===== config.mk =====
export PLATFORM = sky130hd
export DESIGN_NAME = imem_portb_arbiter
export DESIGN_NICKNAME = d
export VERILOG_FILES = /design/src/rtl/imem_portb_arbiter.sv
export SDC_FILE = /design/constraint.sdc
export NUM_CORES = 1
export LEC_CHECK = 0
export BUFFER_PORTS_ARGS = -buffer_cell sky130_fd_sc_hd__clkbuf_2
export CORE_AREA = 10 10 87 89
export CTS_BUF_LIST = sky130_fd_sc_hd__clkbuf_8 sky130_fd_sc_hd__clkbuf_16
export CTS_CLUSTER_SIZE = 30
export DETAILED_ROUTE_END_ITERATION = 7
export DIE_AREA = 0 0 97 99
export GPL_TIMING_DRIVEN = 0
export MAX_ROUTING_LAYER = met4
export PLACE_DENSITY = 0.76
export SLEW_MARGIN = 20
export SYNTH_ARGS = -nofsm -noshare
export SYNTH_HDL_FRONTEND = slang
export SYNTH_SLANG_ARGS = --single-unit

===== constraint.sdc =====
create_clock -name clk -period 2.3 [get_ports clk]
set_input_delay 0.115 -clock clk [delete_from_list [all_inputs] [get_ports clk]]
set_output_delay 0.115 -clock clk [all_outputs]
set_load 0.005 [all_outputs]

===== src/rtl/imem_portb_arbiter.sv =====
// Round-robin arbiter sharing imem port B between M0 (debug/host loader)
// and M1 (DMA engine), with a bounded burst lock and 1-cycle read return.
module imem_portb_arbiter #(
    parameter int unsigned ADDR_WIDTH = 10,
    parameter int unsigned DATA_WIDTH = 32,
    parameter int unsigned MAX_LOCK   = 16
) (
    input  logic                    clk,
    input  logic                    rst_n,
    input  logic                    m0_req,
    input  logic                    m0_lock,
    input  logic                    m0_we,
    input  logic [DATA_WIDTH/8-1:0] m0_wstrb,
    input  logic [ADDR_WIDTH-1:0]   m0_addr,
    input  logic [DATA_WIDTH-1:0]   m0_wdata,
    output logic                    m0_gnt,
    output logic                    m0_rvalid,
    output logic [DATA_WIDTH-1:0]   m0_rdata,
    input  logic                    m1_req,
    input  logic                    m1_lock,
    input  logic                    m1_we,
    input  logic [DATA_WIDTH/8-1:0] m1_wstrb,
    input  logic [ADDR_WIDTH-1:0]   m1_addr,
    input  logic [DATA_WIDTH-1:0]   m1_wdata,
    output logic                    m1_gnt,
    output logic                    m1_rvalid,
    output logic [DATA_WIDTH-1:0]   m1_rdata,
    output logic                    en_b,
    output logic                    we_b,
    output logic [DATA_WIDTH/8-1:0] wstrb_b,
    output logic [ADDR_WIDTH-1:0]   addr_b,
    output logic [DATA_WIDTH-1:0]   din_b,
    input  logic [DATA_WIDTH-1:0]   dout_b
);

    localparam logic [7:0] LOCK_LIMIT = 8'(MAX_LOCK);

    typedef enum logic [1:0] {
        IDLE  = 2'd0,
        LOCK0 = 2'd1,
        LOCK1 = 2'd2
    } state_t;

    state_t     state;
    state_t     state_next;
    logic       last_served;       // 0 = M0, 1 = M1
    logic       last_served_next;
    logic [7:0] lock_cnt;
    logic [7:0] lock_cnt_next;
    logic       rd_pend;
    logic       rd_owner;          // 0 = M0, 1 = M1
    logic       gnt0;
    logic       gnt1;
    logic       keep0;
    logic       keep1;
    logic       at_limit;

    // State register, burst counter, round-robin pointer and read tracking
    always_ff @(posedge clk) begin
        if (!rst_n) begin
            state       <= IDLE;
            last_served <= 1'b1;
            lock_cnt    <= '0;
            rd_pend     <= 1'b0;
            rd_owner    <= 1'b0;
        end else begin
            state       <= state_next;
            last_served <= last_served_next;
            lock_cnt    <= lock_cnt_next;
            rd_pend     <= (gnt0 & ~m0_we) | (gnt1 & ~m1_we);
            rd_owner    <= gnt1;
        end
    end

    // Arbitration and next-state: a lock owner keeps priority unless it
    // stops requesting or has hit the lock limit while the other waits; in
    // either case the cycle falls back to plain round-robin, where
    // last_served already points at the owner so the other side wins.
    always_comb begin
        gnt0             = 1'b0;
        gnt1             = 1'b0;
        keep0            = 1'b0;
        keep1            = 1'b0;
        state_next       = IDLE;
        lock_cnt_next    = '0;
        last_served_next = last_served;
        at_limit         = (lock_cnt >= LOCK_LIMIT);

        case (state)
            LOCK0:   keep0 = m0_req && !(at_limit && m1_req);
            LOCK1:   keep1 = m1_req && !(at_limit && m0_req);
            default: ;
        endcase

        if (!rst_n) begin
            gnt0 = 1'b0;
            gnt1 = 1'b0;
        end else if (keep0) begin
            gnt0 = 1'b1;
        end else if (keep1) begin
            gnt1 = 1'b1;
        end else if (m0_req && m1_req) begin
            gnt0 = last_served;
            gnt1 = ~last_served;
        end else begin
            gnt0 = m0_req;
            gnt1 = m1_req;
        end

        if (gnt0) begin
            last_served_next = 1'b0;
            if (m0_lock) begin
                state_next    = LOCK0;
                lock_cnt_next = keep0 ? (at_limit ? lock_cnt : lock_cnt + 8'd1) : 8'd1;
            end
        end else if (gnt1) begin
            last_served_next = 1'b1;
            if (m1_lock) begin
                state_next    = LOCK1;
                lock_cnt_next = keep1 ? (at_limit ? lock_cnt : lock_cnt + 8'd1) : 8'd1;
            end
        end
    end

    // Outputs: grants, port B drive from the winner, read data routing
    always_comb begin
        m0_gnt    = gnt0;
        m1_gnt    = gnt1;
        en_b      = gnt0 | gnt1;
        we_b      = 1'b0;
        wstrb_b   = '0;
        addr_b    = '0;
        din_b     = '0;
        if (gnt0) begin
            we_b    = m0_we;
            wstrb_b = m0_we ? m0_wstrb : '0;
            addr_b  = m0_addr;
            din_b   = m0_wdata;
        end else if (gnt1) begin
            we_b    = m1_we;
            wstrb_b = m1_we ? m1_wstrb : '0;
            addr_b  = m1_addr;
            din_b   = m1_wdata;
        end
        m0_rvalid = rst_n & rd_pend & ~rd_owner;
        m1_rvalid = rst_n & rd_pend & rd_owner;
        m0_rdata  = m0_rvalid ? dout_b : '0;
        m1_rdata  = m1_rvalid ? dout_b : '0;
    end

endmodule


==> impl_metrics.toml, run 1 <==
[run_status]
status = "complete, no violations"

[grt]
grt_max_degree = 11
grt_overflow_total = 0
grtUsageTotal_pct = 17.8
antenna_found_initial = 0
grt_pass1_vias = 2490
grt_pass1_wl_um = 13800

[pwr]
ir_drop_mv = 0.327
p_leak_nw = 1.82
power_density_nw_per_um2 = 275
power.total_mw = 0.835

[critical_path]
cpPeakStageDelay_ns = 0.61
crit_buf_inv = 3
worstSetupStartpointType = "register"
worstSetupPathType = "register to output port"
critPathTopFamily = "simple AND/OR/NAND/NOR gates"
worstPathRequired_ns = 2.18
timing.rr.start = "lock_cnt[7]"
r2r_setup_slack_ns = 0.42
crit_fanout = 10
crit_path_end_kind = "output port"
r2r_end = "lock_cnt[1]"
critPathSlowestCell = "or4_4"
path_depth = 7
path_cells = "or4_4 > nor2_8 > nor3_4 > buf_4 > buf_6 > a22o_1 > clkbuf_2"
arrival_ns = 2.09
r2r_cells = 5

[timing]
final_max_slew_viol_count = 0
fin_skew_ns = 0.00530
rsz0062_at_grt = "false"
hold_viol_final = 0
finalSetupViolations = 0
tns_ns = 0
fin_crit_ns = 2.21
min_period_over_period_pct = 96.1
slew_headroom_pct = 68.5
tightest_slew_ns = 0.468
clock.fmax_mhz = 453

[route]
finalWirelength_um = 9070
avgRoutedWirePerCell_um = 17.4
vias_per_cell = 4.59
remaining_drc_errors = 0
postRouteAntennaNets = 0
vias = 2396
dr.pass1.iters = 4
drt_iter0_drc = 113

[worst_hold_path]
min_path_cells = 2
hold_end = "rd_pend"
min-delay-start = "m0_we"
hold_class = "input pin to register"

[synthesis]
yosys-top-cells-area = "and2_1 (25%), a22o_1 (17%), dfxtp_1 (16%)"
synth_ff_type = "dfxtp_1"
synth_common_cells = "and2_1 (64), a22o_1 (32), dfxtp_1 (13)"
yosysTopAreaCellShare_pct = 24.7
avgSynthCellArea_um2 = 8.35
syn-num-nets = 328
netlist_instances = 194
synth_edf_count = 0
synth-seq-area-share_pct = 16.1
post-synth-top-count-cell = "and2_1"
yosysWarnings = 0
mappedNetlistArea_um2 = 1620
synthArstFlopShare_pct = 0
yosysUniqueCellTypes = 39
synth_top_area_cell = "and2_1"
ys_seq_elements = 13

[finish]
fin_cells = 522
post-route-util_pct = 52.0
final-seq-area_um2 = 260
diodes = 0
area_growth_pct = 87.8
nets = 582
multiInputGateArea_um2 = 1240
drive_gt1_share_pct = 64.7
fill_cells = 573

[placement]
hpwl_um = 8250
port_buffers = 246
place.gp.congestion = 0.953
dp_cells = 515

[die]
fp.dieH_um = 99
core_area_um2 = 5850
die_area_um2 = 9600
std_cell_rows = 28
initial_core_util_pct = 27.7
pin_count = 248
die_w_um = 97

[clocking]
numCtsBuffers = 3
cts_hold_buffers = 0
cts_tree = "built"
worst_skew_pair.late_latency_ns = 0.24
htreeDepth = 1
cts-root-buf = "clkbuf_8"
clock_path_buffers = 2
cts.sinks = 13
clk_transition_reported_paths_ns = 0.06

[run]
cap_violations = 0
## timing repair
item                                    4_1_cts  5_1_grt
buffers inserted                              3        0
endpoints found under the setup margin       44       41
endpoints found under the hold margin         0        0
pin swaps                                     1        1
resized for setup                             1        9
## area by class of cell
class	instances	area share, %
clock inverter	1	0.123
sequential	13	8.56
multi-input combinational	158	40.9
clock buffer	3	1.36
timing repair buffer	249	41.2
inverter	7	0.947
buffer	16	3.83
tap	75	3.09
## stage by stage
step / area (µm²) / setup slack, ns / hold WS, ns
4_1_cts: 3010 / -0.00305 / 0.119
3_5_place_dp: 2940 / 0.144 / 0.374
2_1_floorplan: 1620 / 0.509 / 0.204
5_1_grt: 3040 / 0.00864 / 0.122
6_report: 3040 / 0.0902 / 0.116
3_3_place_gp: 2940 / 0.178 / 0.361
## how the worst max path moves through the flow
| stage | start | to | slack [ns] |
|---|---|---|---|
| after floorplan | lock_cnt[7] | wstrb_b[0] | 0.51 |
| after global placement | lock_cnt[7] | wstrb_b[2] | 0.18 |
| after detailed placement | lock_cnt[7] | wstrb_b[2] | 0.14 |
| after CTS | lock_cnt[7] | din_b[6] | -0.003 |
| after global routing | lock_cnt[7] | din_b[0] | 0.009 |
| final | lock_cnt[7] | din_b[6] | 0.09 |
## power breakdown
| part | internal [mW] | total [mW] | switching (mW) |
|---|---|---|---|
| clock | 0.118 | 0.197 | 0.0798 |
| sequential | 0.233 | 0.240 | 0.00669 |
| combinational | 0.226 | 0.397 | 0.171 |
## state kept, by name (all words and copies together), names as in the netlist
| name | cells |
|---|---|
| lock_cnt | 8 |
| last_served | 1 |
| rd_owner | 1 |
| state | 2 |
| rd_pend | 1 |
## logic make-up (layout without fill, tap and decap cells)
kind of cell               Yosys count  in the layout  share of synthesized area, %
buffers and inverters               23            276                          8.11
DFF                                 13             13                          16.1
AOI/OAI and AO/OA                   59             59                          34.2
xor gates and xnor gates             3              3                          1.62
and+or+nand+nor                     94             94                          38.4
adders and majority gates            2              2                          1.55
## metal layers
layer / global-route usage [%] / share of wire [%] / up-vias / wire (µm)
li1: - / - / 1203 / -
met3: 4.68 / 6.8 / 8 / 619
met1: 19.5 / 38 / 1059 / 3480
met4: 2.61 / 0.88 / 0 / 80
met5: - / 0 / - / 0
met2: 32.0 / 54 / 126 / 4890
## cell usage in the layout (no fill, tap or decap), types with 2 or more instances in the layout
cell type	netlist	routed
clkbuf_2	0	246
inv_1	6	7
buf_6	5	6
buf_4	0	6
a32o_2	4	4
a22o_2	10	10
clkbuf_1	7	7
clkbuf_8	0	3
a22o_1	32	32
ha_1	2	2
nor2_1	6	5
a21oi_1	4	4
dfxtp_1	13	13
xor2_1	2	2
nand2_1	8	8
nand3b_1	2	2
nor2b_1	2	2
and2_1	64	64
Note: power is estimated with default switching activity, not from simulation.
==> run 2, diff against run 1 <==
--- a/config.mk
+++ b/config.mk
@@ -14,6 +14,7 @@
 export GPL_TIMING_DRIVEN = 0
 export MAX_ROUTING_LAYER = met4
 export PLACE_DENSITY = 0.76
+export RECOVER_POWER = 25
 export SLEW_MARGIN = 20
 export SYNTH_ARGS = -nofsm -noshare
 export SYNTH_HDL_FRONTEND = slang
==> run 2 against run 1 <==
  * Critical path depth did not move
  * Sequential cell count did not move
  * Clock power barely moved
  * Power barely moved
  * Hold slack barely moved
  * Utilization fell by 0.28 points
  * Critical path type unchanged
  * Register-to-register slack barely moved
  * Combinational power barely moved
  * Largest power group unchanged
  * Global-route usage did not move
  * Largest cell class unchanged
  * Clock skew barely moved
  * Final area fell by 0.54%
==> impl_metrics.toml, run 2 (synthesis gave the netlist of run 1 again) <==
[run_status]
status = "complete, no violations"

[clocking]
clock_path_buffers = 2
cts-root-buf = "clkbuf_8"
cts_tree = "built"
cts.sinks = 13
numCtsBuffers = 3
clk_transition_reported_paths_ns = 0.06
worst_skew_pair.late_latency_ns = 0.24
htreeDepth = 1

[route]
postRouteAntennaNets = 0
dr.pass1.iters = 4
avgRoutedWirePerCell_um = 17.4
drt_iter0_drc = 116
finalWirelength_um = 9090
vias_per_cell = 4.57
remaining_drc_errors = 0
vias = 2386

[timing]
min_period_over_period_pct = 96.0
clock.fmax_mhz = 453
setup_slack_ns = 0.0925
final_max_slew_viol_count = 0
tightest_slew_ns = 0.468
hold_viol_final = 0
fin_skew_ns = 0.00530
fin_crit_ns = 2.21
finalSetupViolations = 0
rsz0062_at_grt = "false"
slew_headroom_pct = 68.5

[finish]
largest_reg_flops = 8
final_common_cell = "clkbuf_2"
fin_cells = 522
regMostFlops = "lock_cnt"
diodes = 0
post-route-util_pct = 51.7
fill_cells = 582
multiInputGateArea_um2 = 1240
area_growth_pct = 86.8
top_regs = "lock_cnt: 8 flops, state: 2 flops"
drive_gt1_share_pct = 61.7
final-seq-area_um2 = 260
layout_common_cells = "clkbuf_2 (233), and2_1 (47), a22o_1 (32)"
nets = 582

[critical_path]
critPathSlowestCell = "or4_4"
crit_path_end_kind = "output port"
worstSetupPathType = "register to output port"
r2r_setup_slack_ns = 0.42
cpPeakStageDelay_ns = 0.61
critPathTopFamily = "simple AND/OR/NAND/NOR gates"
worstPathRequired_ns = 2.18
timing.rr.start = "lock_cnt[7]"
r2r_cells = 5
worstSetupStartpointType = "register"
path_cells = "or4_4 > nor2_8 > nor3_4 > buf_4 > buf_6 > a22o_1 > clkbuf_2"
crit_buf_inv = 3
r2r_end = "lock_cnt[1]"
arrival_ns = 2.09
crit_fanout = 10
crit_start = "lock_cnt[7]"

[run]
cap_violations = 0

[die]
die_area_um2 = 9600
initial_core_util_pct = 27.7
pin_count = 248
die_w_um = 97
std_cell_rows = 28
fp.dieH_um = 99
core_area_um2 = 5850

[placement]
dp_cells = 515
port_buffers = 246
place.gp.congestion = 0.953
hpwl_um = 8250
post-place-ws_ns = 0.144

[grt]
antenna_found_initial = 0
grt_pass1_vias = 2490
grt_pass1_wl_um = 13800
grt_max_degree = 11
grtUsageTotal_pct = 17.8
grt_overflow_total = 0

[worst_hold_path]
hold_class = "input pin to register"
hold_end = "rd_pend"
min_path_cells = 2
min-delay-start = "m0_we"

[pwr]
p_leak_nw = 1.76
power.total_mw = 0.834
ir_drop_mv = 0.327
power_density_nw_per_um2 = 276
[run 2: cell types whose count changed in the layout (fill, tap and decap cells not counted), sizes merged]
cell    before  now
buf         12   13
clkbuf     256  255
[run 2: what timing repair did]
item / in CTS / in global routing
endpoints found under the setup margin: 44 / 41
hold buffers: 0 / 0
pin swaps: 1 / 1
gates resized for setup: 1 / 9
buffers inserted: 3 / 0
[run 2: area by class of cell]
class / instances / share of cell area (%)
Buffer: 16 / 3.85
Clock buffer: 3 / 1.37
Clock inverter: 1 / 0.124
Inverter: 7 / 0.952
Multi-Input combinational cell: 158 / 41.1
Sequential cell: 13 / 8.61
Tap cell: 75 / 3.10
Timing Repair Buffer: 249 / 40.9
[run 2: per-layer routing]
layer | up-vias | global-route usage [%] | share of wire, %
met5 | - | - | 0
met4 | 0 | 2.61 | 0.93
met3 | 8 | 4.68 | 6.8
met2 | 123 | 32.0 | 54
met1 | 1052 | 19.5 | 39
li1 | 1203 | - | -
[run 2: metrics by stage]
step | instance area (µm²) | TNS [ns] | hold WS [ns]
global route | 3020 | 0 | 0.122
floorplan | 1620 | 0 | 0.204
global placement | 2940 | 0 | 0.361
CTS | 3010 | -0.00308 | 0.119
detailed placement | 2940 | 0 | 0.374
finish | 3020 | 0 | 0.116
[run 2: where the power goes]
part           switching, mW  internal [mW]
clock                 0.0798          0.118
sequential           0.00669          0.233
combinational          0.171          0.225
[run 2: how the worst max path moves through the flow]
| stage | to | slack [ns] | depth (start not counted) |
|---|---|---|---|
| detailed placement | wstrb_b[2] | 0.14 | 6 |
| finish | din_b[6] | 0.09 | 7 |
| global placement | wstrb_b[2] | 0.18 | 6 |
| global route | din_b[0] | 0.009 | 7 |
| CTS | din_b[6] | -0.003 | 6 |
| floorplan | wstrb_b[0] | 0.51 | 5 |
